==> config.mk <==
export PLATFORM = sky130hd
export DESIGN_NAME = jtag_ir_param
export DESIGN_NICKNAME = d
export VERILOG_FILES = /design/src/rtl/jtag_pkg.sv /design/src/rtl/jtag_ir_decode.sv /design/src/rtl/jtag_ir_param.sv
export SDC_FILE = /design/constraint.sdc
export NUM_CORES = 1
export LEC_CHECK = 0
export BUFFER_PORTS_ARGS = -buffer_cell sky130_fd_sc_hd__buf_4
export CAP_MARGIN = 25
export CORE_MARGIN = 2
export CORE_UTILIZATION = 30
export CTS_CLUSTER_SIZE = 28
export DETAILED_ROUTE_END_ITERATION = 8
export PLACE_DENSITY = 0.61
export REMOVE_ABC_BUFFERS = 1
export SKIP_CTS_REPAIR_TIMING = 1
export SLEW_MARGIN = 5
export SYNTH_ARGS = -nofsm -noshare
export SYNTH_HDL_FRONTEND = slang
export SYNTH_SLANG_ARGS = --single-unit
export TNS_END_PERCENT = 50
==> constraint.sdc <==
create_clock -name clk -period 2.93 [get_ports clk]
set_input_delay 0.879 -clock clk [delete_from_list [all_inputs] [get_ports clk]]
set_output_delay 0.879 -clock clk [all_outputs]
set_load 0.005 [all_outputs]
==> src/rtl/jtag_pkg.sv <==
// Shared constants for the parametrised JTAG instruction register:
// one-hot decode bit positions, decode width and default 4-bit opcodes.
package jtag_pkg;

    localparam int DEC_W      = 5;
    localparam int DEC_BYPASS = 0;
    localparam int DEC_EXTEST = 1;
    localparam int DEC_SAMPLE = 2;
    localparam int DEC_IDCODE = 3;
    localparam int DEC_INTEST = 4;

    localparam logic [3:0] DEF_OPC_EXTEST = 4'b0000;
    localparam logic [3:0] DEF_OPC_SAMPLE = 4'b0001;
    localparam logic [3:0] DEF_OPC_IDCODE = 4'b0010;
    localparam logic [3:0] DEF_OPC_INTEST = 4'b0011;
    localparam logic [3:0] DEF_OPC_BYPASS = 4'b1111;

endpackage

==> src/rtl/jtag_ir_decode.sv <==
// Combinational opcode -> one-hot instruction select with unknown flag.
// Unknown opcodes select bypass. When opcodes collide the lower decode
// index wins. Optional macro: JTAG_IR_IDCODE_EN (enables the IDCODE select;
// without it the IDCODE opcode is treated as unknown).
module jtag_ir_decode
    import jtag_pkg::*;
#(
    parameter int                   IR_WIDTH   = 4,
    parameter logic [IR_WIDTH-1:0]  OPC_EXTEST = IR_WIDTH'(DEF_OPC_EXTEST),
    parameter logic [IR_WIDTH-1:0]  OPC_SAMPLE = IR_WIDTH'(DEF_OPC_SAMPLE),
    parameter logic [IR_WIDTH-1:0]  OPC_IDCODE = IR_WIDTH'(DEF_OPC_IDCODE),
    parameter logic [IR_WIDTH-1:0]  OPC_INTEST = IR_WIDTH'(DEF_OPC_INTEST),
    parameter logic [IR_WIDTH-1:0]  OPC_BYPASS = {IR_WIDTH{1'b1}}
) (
    input  logic [IR_WIDTH-1:0] i_ir,
    output logic [DEC_W-1:0]    o_decode,
    output logic                o_unknown
);

    // Priority match in ascending decode-index order; fall through to bypass.
    always_comb begin
        o_decode  = {DEC_W{1'b0}};
        o_unknown = 1'b0;
        if (i_ir == OPC_BYPASS) begin
            o_decode[DEC_BYPASS] = 1'b1;
        end else if (i_ir == OPC_EXTEST) begin
            o_decode[DEC_EXTEST] = 1'b1;
        end else if (i_ir == OPC_SAMPLE) begin
            o_decode[DEC_SAMPLE] = 1'b1;
`ifdef JTAG_IR_IDCODE_EN
        end else if (i_ir == OPC_IDCODE) begin
            o_decode[DEC_IDCODE] = 1'b1;
`endif
        end else if (i_ir == OPC_INTEST) begin
            o_decode[DEC_INTEST] = 1'b1;
`ifndef JTAG_IR_IDCODE_EN
        end else if (i_ir == OPC_IDCODE) begin
            // IDCODE select disabled in this build: bypass, flagged unknown.
            o_decode[DEC_BYPASS] = 1'b1;
            o_unknown            = 1'b1;
`endif
        end else begin
            o_decode[DEC_BYPASS] = 1'b1;
            o_unknown            = 1'b1;
        end
    end

endmodule

==> src/rtl/jtag_ir_param.sv <==
// Parametrised JTAG instruction register: capture/shift stage, update
// (shadow) latch and one-hot decode driven only from the latched value.
// Optional macro: JTAG_IR_IDCODE_EN (IDCODE becomes reset instruction and
// decode[3] is live; otherwise reset instruction is BYPASS).
module jtag_ir_param
    import jtag_pkg::*;
#(
    parameter int                   IR_WIDTH   = 4,
    parameter logic [IR_WIDTH-1:0]  OPC_EXTEST = IR_WIDTH'(DEF_OPC_EXTEST),
    parameter logic [IR_WIDTH-1:0]  OPC_SAMPLE = IR_WIDTH'(DEF_OPC_SAMPLE),
    parameter logic [IR_WIDTH-1:0]  OPC_IDCODE = IR_WIDTH'(DEF_OPC_IDCODE),
    parameter logic [IR_WIDTH-1:0]  OPC_INTEST = IR_WIDTH'(DEF_OPC_INTEST),
    parameter logic [IR_WIDTH-1:0]  OPC_BYPASS = {IR_WIDTH{1'b1}}
) (
    input  logic                clk,
    input  logic                rst,
    input  logic                datain,
    input  logic                capture,
    input  logic                shift,
    input  logic                update,
    input  logic [IR_WIDTH-3:0] status_in,
    output logic                dataout,
    output logic [IR_WIDTH-1:0] ir_out,
    output logic [DEC_W-1:0]    decode,
    output logic                ir_unknown
);

`ifdef JTAG_IR_IDCODE_EN
    localparam logic [IR_WIDTH-1:0] RESET_OPC = OPC_IDCODE;
`else
    localparam logic [IR_WIDTH-1:0] RESET_OPC = OPC_BYPASS;
`endif

    // Capture value always ends in 2'b01 so the chain can be checked on TDO.
    localparam logic [IR_WIDTH-1:0] SR_RESET = {{(IR_WIDTH-2){1'b0}}, 2'b01};

    logic [IR_WIDTH-1:0] r_shift;
    logic [IR_WIDTH-1:0] r_ir;

    // Capture/shift stage: capture has priority over shift.
    always_ff @(posedge clk or posedge rst) begin
        if (rst) begin
            r_shift <= SR_RESET;
        end else if (capture) begin
            r_shift <= {status_in, 2'b01};
        end else if (shift) begin
            r_shift <= {datain, r_shift[IR_WIDTH-1:1]};
        end else begin
            r_shift <= r_shift;
        end
    end

    // Update latch: takes the shift stage as it was before this edge.
    always_ff @(posedge clk or posedge rst) begin
        if (rst) begin
            r_ir <= RESET_OPC;
        end else if (update) begin
            r_ir <= r_shift;
        end else begin
            r_ir <= r_ir;
        end
    end

    assign dataout = r_shift[0];
    assign ir_out  = r_ir;

    jtag_ir_decode #(
        .IR_WIDTH   (IR_WIDTH),
        .OPC_EXTEST (OPC_EXTEST),
        .OPC_SAMPLE (OPC_SAMPLE),
        .OPC_IDCODE (OPC_IDCODE),
        .OPC_INTEST (OPC_INTEST),
        .OPC_BYPASS (OPC_BYPASS)
    ) u_decode (
        .i_ir      (r_ir),
        .o_decode  (decode),
        .o_unknown (ir_unknown)
    );

endmodule

* Word level (Yosys, flattened, before mapping)
Cells that the tools add are included.
Word-level totals: input bits 8, output and inout port bits 11, word-level logic and storage cells 22, memories kept 0, register bits after elaboration 8, latch bits 0, memory bits (writable) 0, memory bits (read-only) 0
Operators by class: shift operators 0, add/subtract/negate cells 0, magnitude comparators 0, bitwise operators 0, eq/ne operators 3, div/mod/pow operators 0, muxes and demuxes 15, reduce and logical (&&, ||, !) cells 2, multipliers 0
Operator list (number):
- 1-bit 2-to-1 mux | 12
- 4-bit 2-to-1 mux | 2
- 4-bit by 1-bit equality test with 1-bit output (second input constant) | 1
- 4-bit by 2-bit equality test with 1-bit output (second input constant) | 1
- 4-bit equality test (second input constant) | 1
- 4-bit zero test | 1
- 2-bit 2-to-1 mux | 1
- 2-bit nonzero test | 1

* Logic depth before layout (Yosys ltp)
depth in word-level cells 5, depth in mapped cells 3, gate-level depth less buffers 2

* Modules after synthesis
Synthesis repeated with hierarchy kept, for this count alone.
Second synthesis, totals: cells, all modules 34, area total of the unflattened synthesis 407.9 um2
By module, submodules not included:
- jtag_ir_param | cells an instance 24, instances 1, area an instance 335.3 um2
- jtag_ir_decode | cells an instance 10, instances 1, area an instance 72.6 um2

* Worst setup path before layout
Ideal clock, no wire load.
path type register to output, from register r_ir[3], in the netlist ir_out[3], to output ir_unknown, slack 1176 ps, arrival time 875 ps, cell stages (with the launch flop) 3, data required time 2051 ps, buffers on the path 0, path through dfstp_2 > nor2_1 > a211oi_1
On the way: word-level cells in the longest chain between the ends 5, elaborated cells between the ends (all ways) 8, classes of those cells eq/ne (3); mux (4); reduce/logical (1)
RTL lines:
- from (decl) | line jtag_ir_param.sv:38 | logic [IR_WIDTH-1:0] r_ir;
- from (signal assigned) | line jtag_ir_param.sv:58 | r_ir <= r_shift;
- from (signal assigned) | line jtag_ir_param.sv:60 | r_ir <= r_ir;
- 4-bit by 2-bit equality test with 1-bit output | line jtag_ir_decode.sv:34 | end else if (i_ir == OPC_INTEST) begin
- 1-bit 2-to-1 mux | line jtag_ir_decode.sv:34
- 1-bit 2-to-1 mux | line jtag_ir_decode.sv:28 | end else if (i_ir == OPC_SAMPLE) begin
- 1-bit 2-to-1 mux | line jtag_ir_decode.sv:26 | end else if (i_ir == OPC_EXTEST) begin
- 1-bit 2-to-1 mux * | line jtag_ir_decode.sv:24 | if (i_ir == OPC_BYPASS) begin
- to (decl) | line jtag_ir_param.sv:25 | output logic ir_unknown
Mark *: on every way between the ends. The rest lies on a longest branch, timed or not.

* Worst setup path in the final report
Same ends and word-level chain as after synthesis.

==> flow_metrics.env <==
export IMPL_stdcell_area_sq_um=547
export IMPL_fin_skew_ns=0.00958
export IMPL_grt_max_degree=9
export IMPL_yosys_warnings=0
export IMPL_worstSetupPathType="reg2out"
export IMPL_grt_setup_unrepaired="no"
export IMPL_worst_ep_required_time_ns=2.05
export IMPL_p_leak_nw=0.264
export IMPL_syn_area_sq_um=390
export IMPL_start_util_pct=33.8
export IMPL_hold_path_class="reg2reg"
export IMPL_cts_buffers=3
export IMPL_die_h_microns=40.1
export IMPL_path_clk_slew_ns=0.06
export IMPL_powerDensity_nw_per_um2=547
export IMPL_crit_path_start_kind="flop"
export IMPL_grt_pass1_vias=251
export IMPL_numPlacedInstances=65
export IMPL_finalCriticalPeriod_ns=2.14
export IMPL_postLayoutCoreUtil_pct=47.3
export IMPL_drc=0
export IMPL_dpl_cell_area_sq_um=520
export IMPL_place_congestion=0.609
export IMPL_clock_fmax_mhz=466
export IMPL_drv_slew=0
export IMPL_core_area_sq_um=1160
export IMPL_htreeDepth=1
export IMPL_clk_latency_ns=0.26
export IMPL_vias_per_cell=4.57
export IMPL_cap_viol_max_count=0
export IMPL_gr_total_overflow=0
export IMPL_hold_viol_final=0
export IMPL_drive_gt1_share_pct=45.5
export IMPL_status="finished, final reports clean"
export IMPL_row_count=12
export IMPL_arrival_ns=1.26
export IMPL_port_buffers=17
export IMPL_antenna_found_initial=0
export IMPL_wl_per_cell_microns=10.1
export IMPL_critPathCaptureType="output port"
export IMPL_ys_ff_latch=8
export IMPL_wirelength_microns=696
export IMPL_grt_usage_pct=10.7
export IMPL_dp_final_hpwl_microns=542
export IMPL_synth_edff_count=0
export IMPL_cts_root_buf="clkbuf_4"
export IMPL_grt_pass1_wl_microns=1050
export IMPL_p_total_w=0.000299
export IMPL_seq_area_frac_synth_pct=52.9
export IMPL_syn_inst=36
export IMPL_ys_flop_type="dfstp_2"
export IMPL_cts_tree="yes"
export IMPL_drtIter0Drc=2
export IMPL_fp_dieArea_sq_um=1610
export IMPL_diodes=0
export IMPL_reg2reg_depth=2
export IMPL_area_growth_pct=40.1
export IMPL_cts_sinks=8
export IMPL_cts_buffer_depth=2
export IMPL_syn_area_per_cell_sq_um=10.8
export IMPL_final_period_utilization_pct=73.2
export IMPL_cp_max_fo=6
export IMPL_hold_depth=2
export IMPL_nNetsFinal=64
export IMPL_setup_violations=0
export IMPL_synth_cell_type_count=18
export IMPL_chipWidth_microns=40.1
export IMPL_vdd_drop_max_v=0.000217
export IMPL_ant_nets=0
export IMPL_firstDrtPassIters=3
export IMPL_vias=315
export IMPL_async_reset_ff_share_pct=100
export IMPL_io_pins=19
export IMPL_finalSetupTns_ns=0
export IMPL_fin_cells=69
## metal layers
metal | GRT usage, % | share of wire (%)
met4 | 12.9 | 0
met2 | 15.7 | 45
met5 | 0 | 0
met3 | 2.22 | 11
met1 | 11.8 | 44
## synthesized netlist by cell type (all sizes together) (2+ instances only)
library cell / number / area, sq um
nand2: 3 / 11.3
mux2: 3 / 33.8
o21ai: 4 / 20.0
nor2: 2 / 7.51
mux2i: 3 / 30.0
inv: 2 / 7.51
dfrtp: 3 / 75.1
dfstp: 5 / 131
buf: 2 / 15.0
## cell type report
type                    count  area [sq um]
clock buffers               4          26.3
fillers                   120           609
repair buffers             17           128
inverters                   2          7.51
multi-input cells          24           161
flip-flops and latches      8           206
well taps                  14          17.5
## report_power, final
group          switching [W]  internal, W  leakage (nW)  total (W)
registers          0.0000136     0.000128        0.0901   0.000142
clock network      0.0000398    0.0000522        0.0150  0.0000921
logic              0.0000242    0.0000408         0.159  0.0000650
total              0.0000776     0.000221         0.264   0.000299
## worst paths after layout
kind	slack [ns]	startpoint	endpoint
min	0.51	r_shift[1]	ir_out[1]
max reg2reg	2.10	r_shift[0]	r_shift[0]
max in group asynchronous	2.09	rst	r_shift[0]
max	0.79	ir_out[3]	ir_unknown
min reg2reg	0.51	r_shift[1]	ir_out[1]
min in group asynchronous	0.55	rst	r_shift[2]
## state kept, by name, indices dropped and copies added, names as in the netlist
register	flops
r_shift	4
ir_out	4
## through the flow
stage | setup WS (ns) | hold slack, ns
floorplan | 1.18 | 0.480
global placement | 1.07 | 0.501
detailed placement | 1.06 | 0.505
CTS | 0.769 | 0.514
global route | 0.694 | 0.550
finish | 0.786 | 0.511
## cell usage in the layout, fill, tap and decap left out
cell type | synthesis | layout
and2_1 | 1 | 1
clkbuf_4 | 0 | 3
nor4_1 | 1 | 1
a211oi_1 | 1 | 1
mux2i_1 | 3 | 3
and3_1 | 1 | 1
dfstp_2 | 5 | 5
and4_1 | 1 | 1
clkbuf_1 | 0 | 1
buf_4 | 2 | 17
a211o_1 | 1 | 1
o21ai_1 | 4 | 4
nor2_1 | 2 | 2
nor2b_1 | 1 | 1
nand2_1 | 3 | 3
dfrtp_1 | 3 | 3
inv_1 | 2 | 2
mux2_1 | 3 | 3
conb_1 | 1 | 1
nor3_1 | 1 | 1
## critical path, cell delays in order, from the launching register on
cell      delay, ns
dfstp_2        0.57
nor2_1         0.07
a211oi_1       0.22
buf_4          0.14
## logic make-up (layout without fill, tap and decap cells)
kind of cell           count (synthesis)  in the layout  share of synthesized area (%)
and+or+nand+nor                       11             11                           14.7
DFF                                    8              8                           52.9
AOI/OAI and AO/OA                      6              6                           9.30
muxes                                  6              6                           16.3
buffers and inverters                  4             23                           5.77
other                                  1              1                          0.961
No activity file was read; power rests on OpenSTA's default activity.
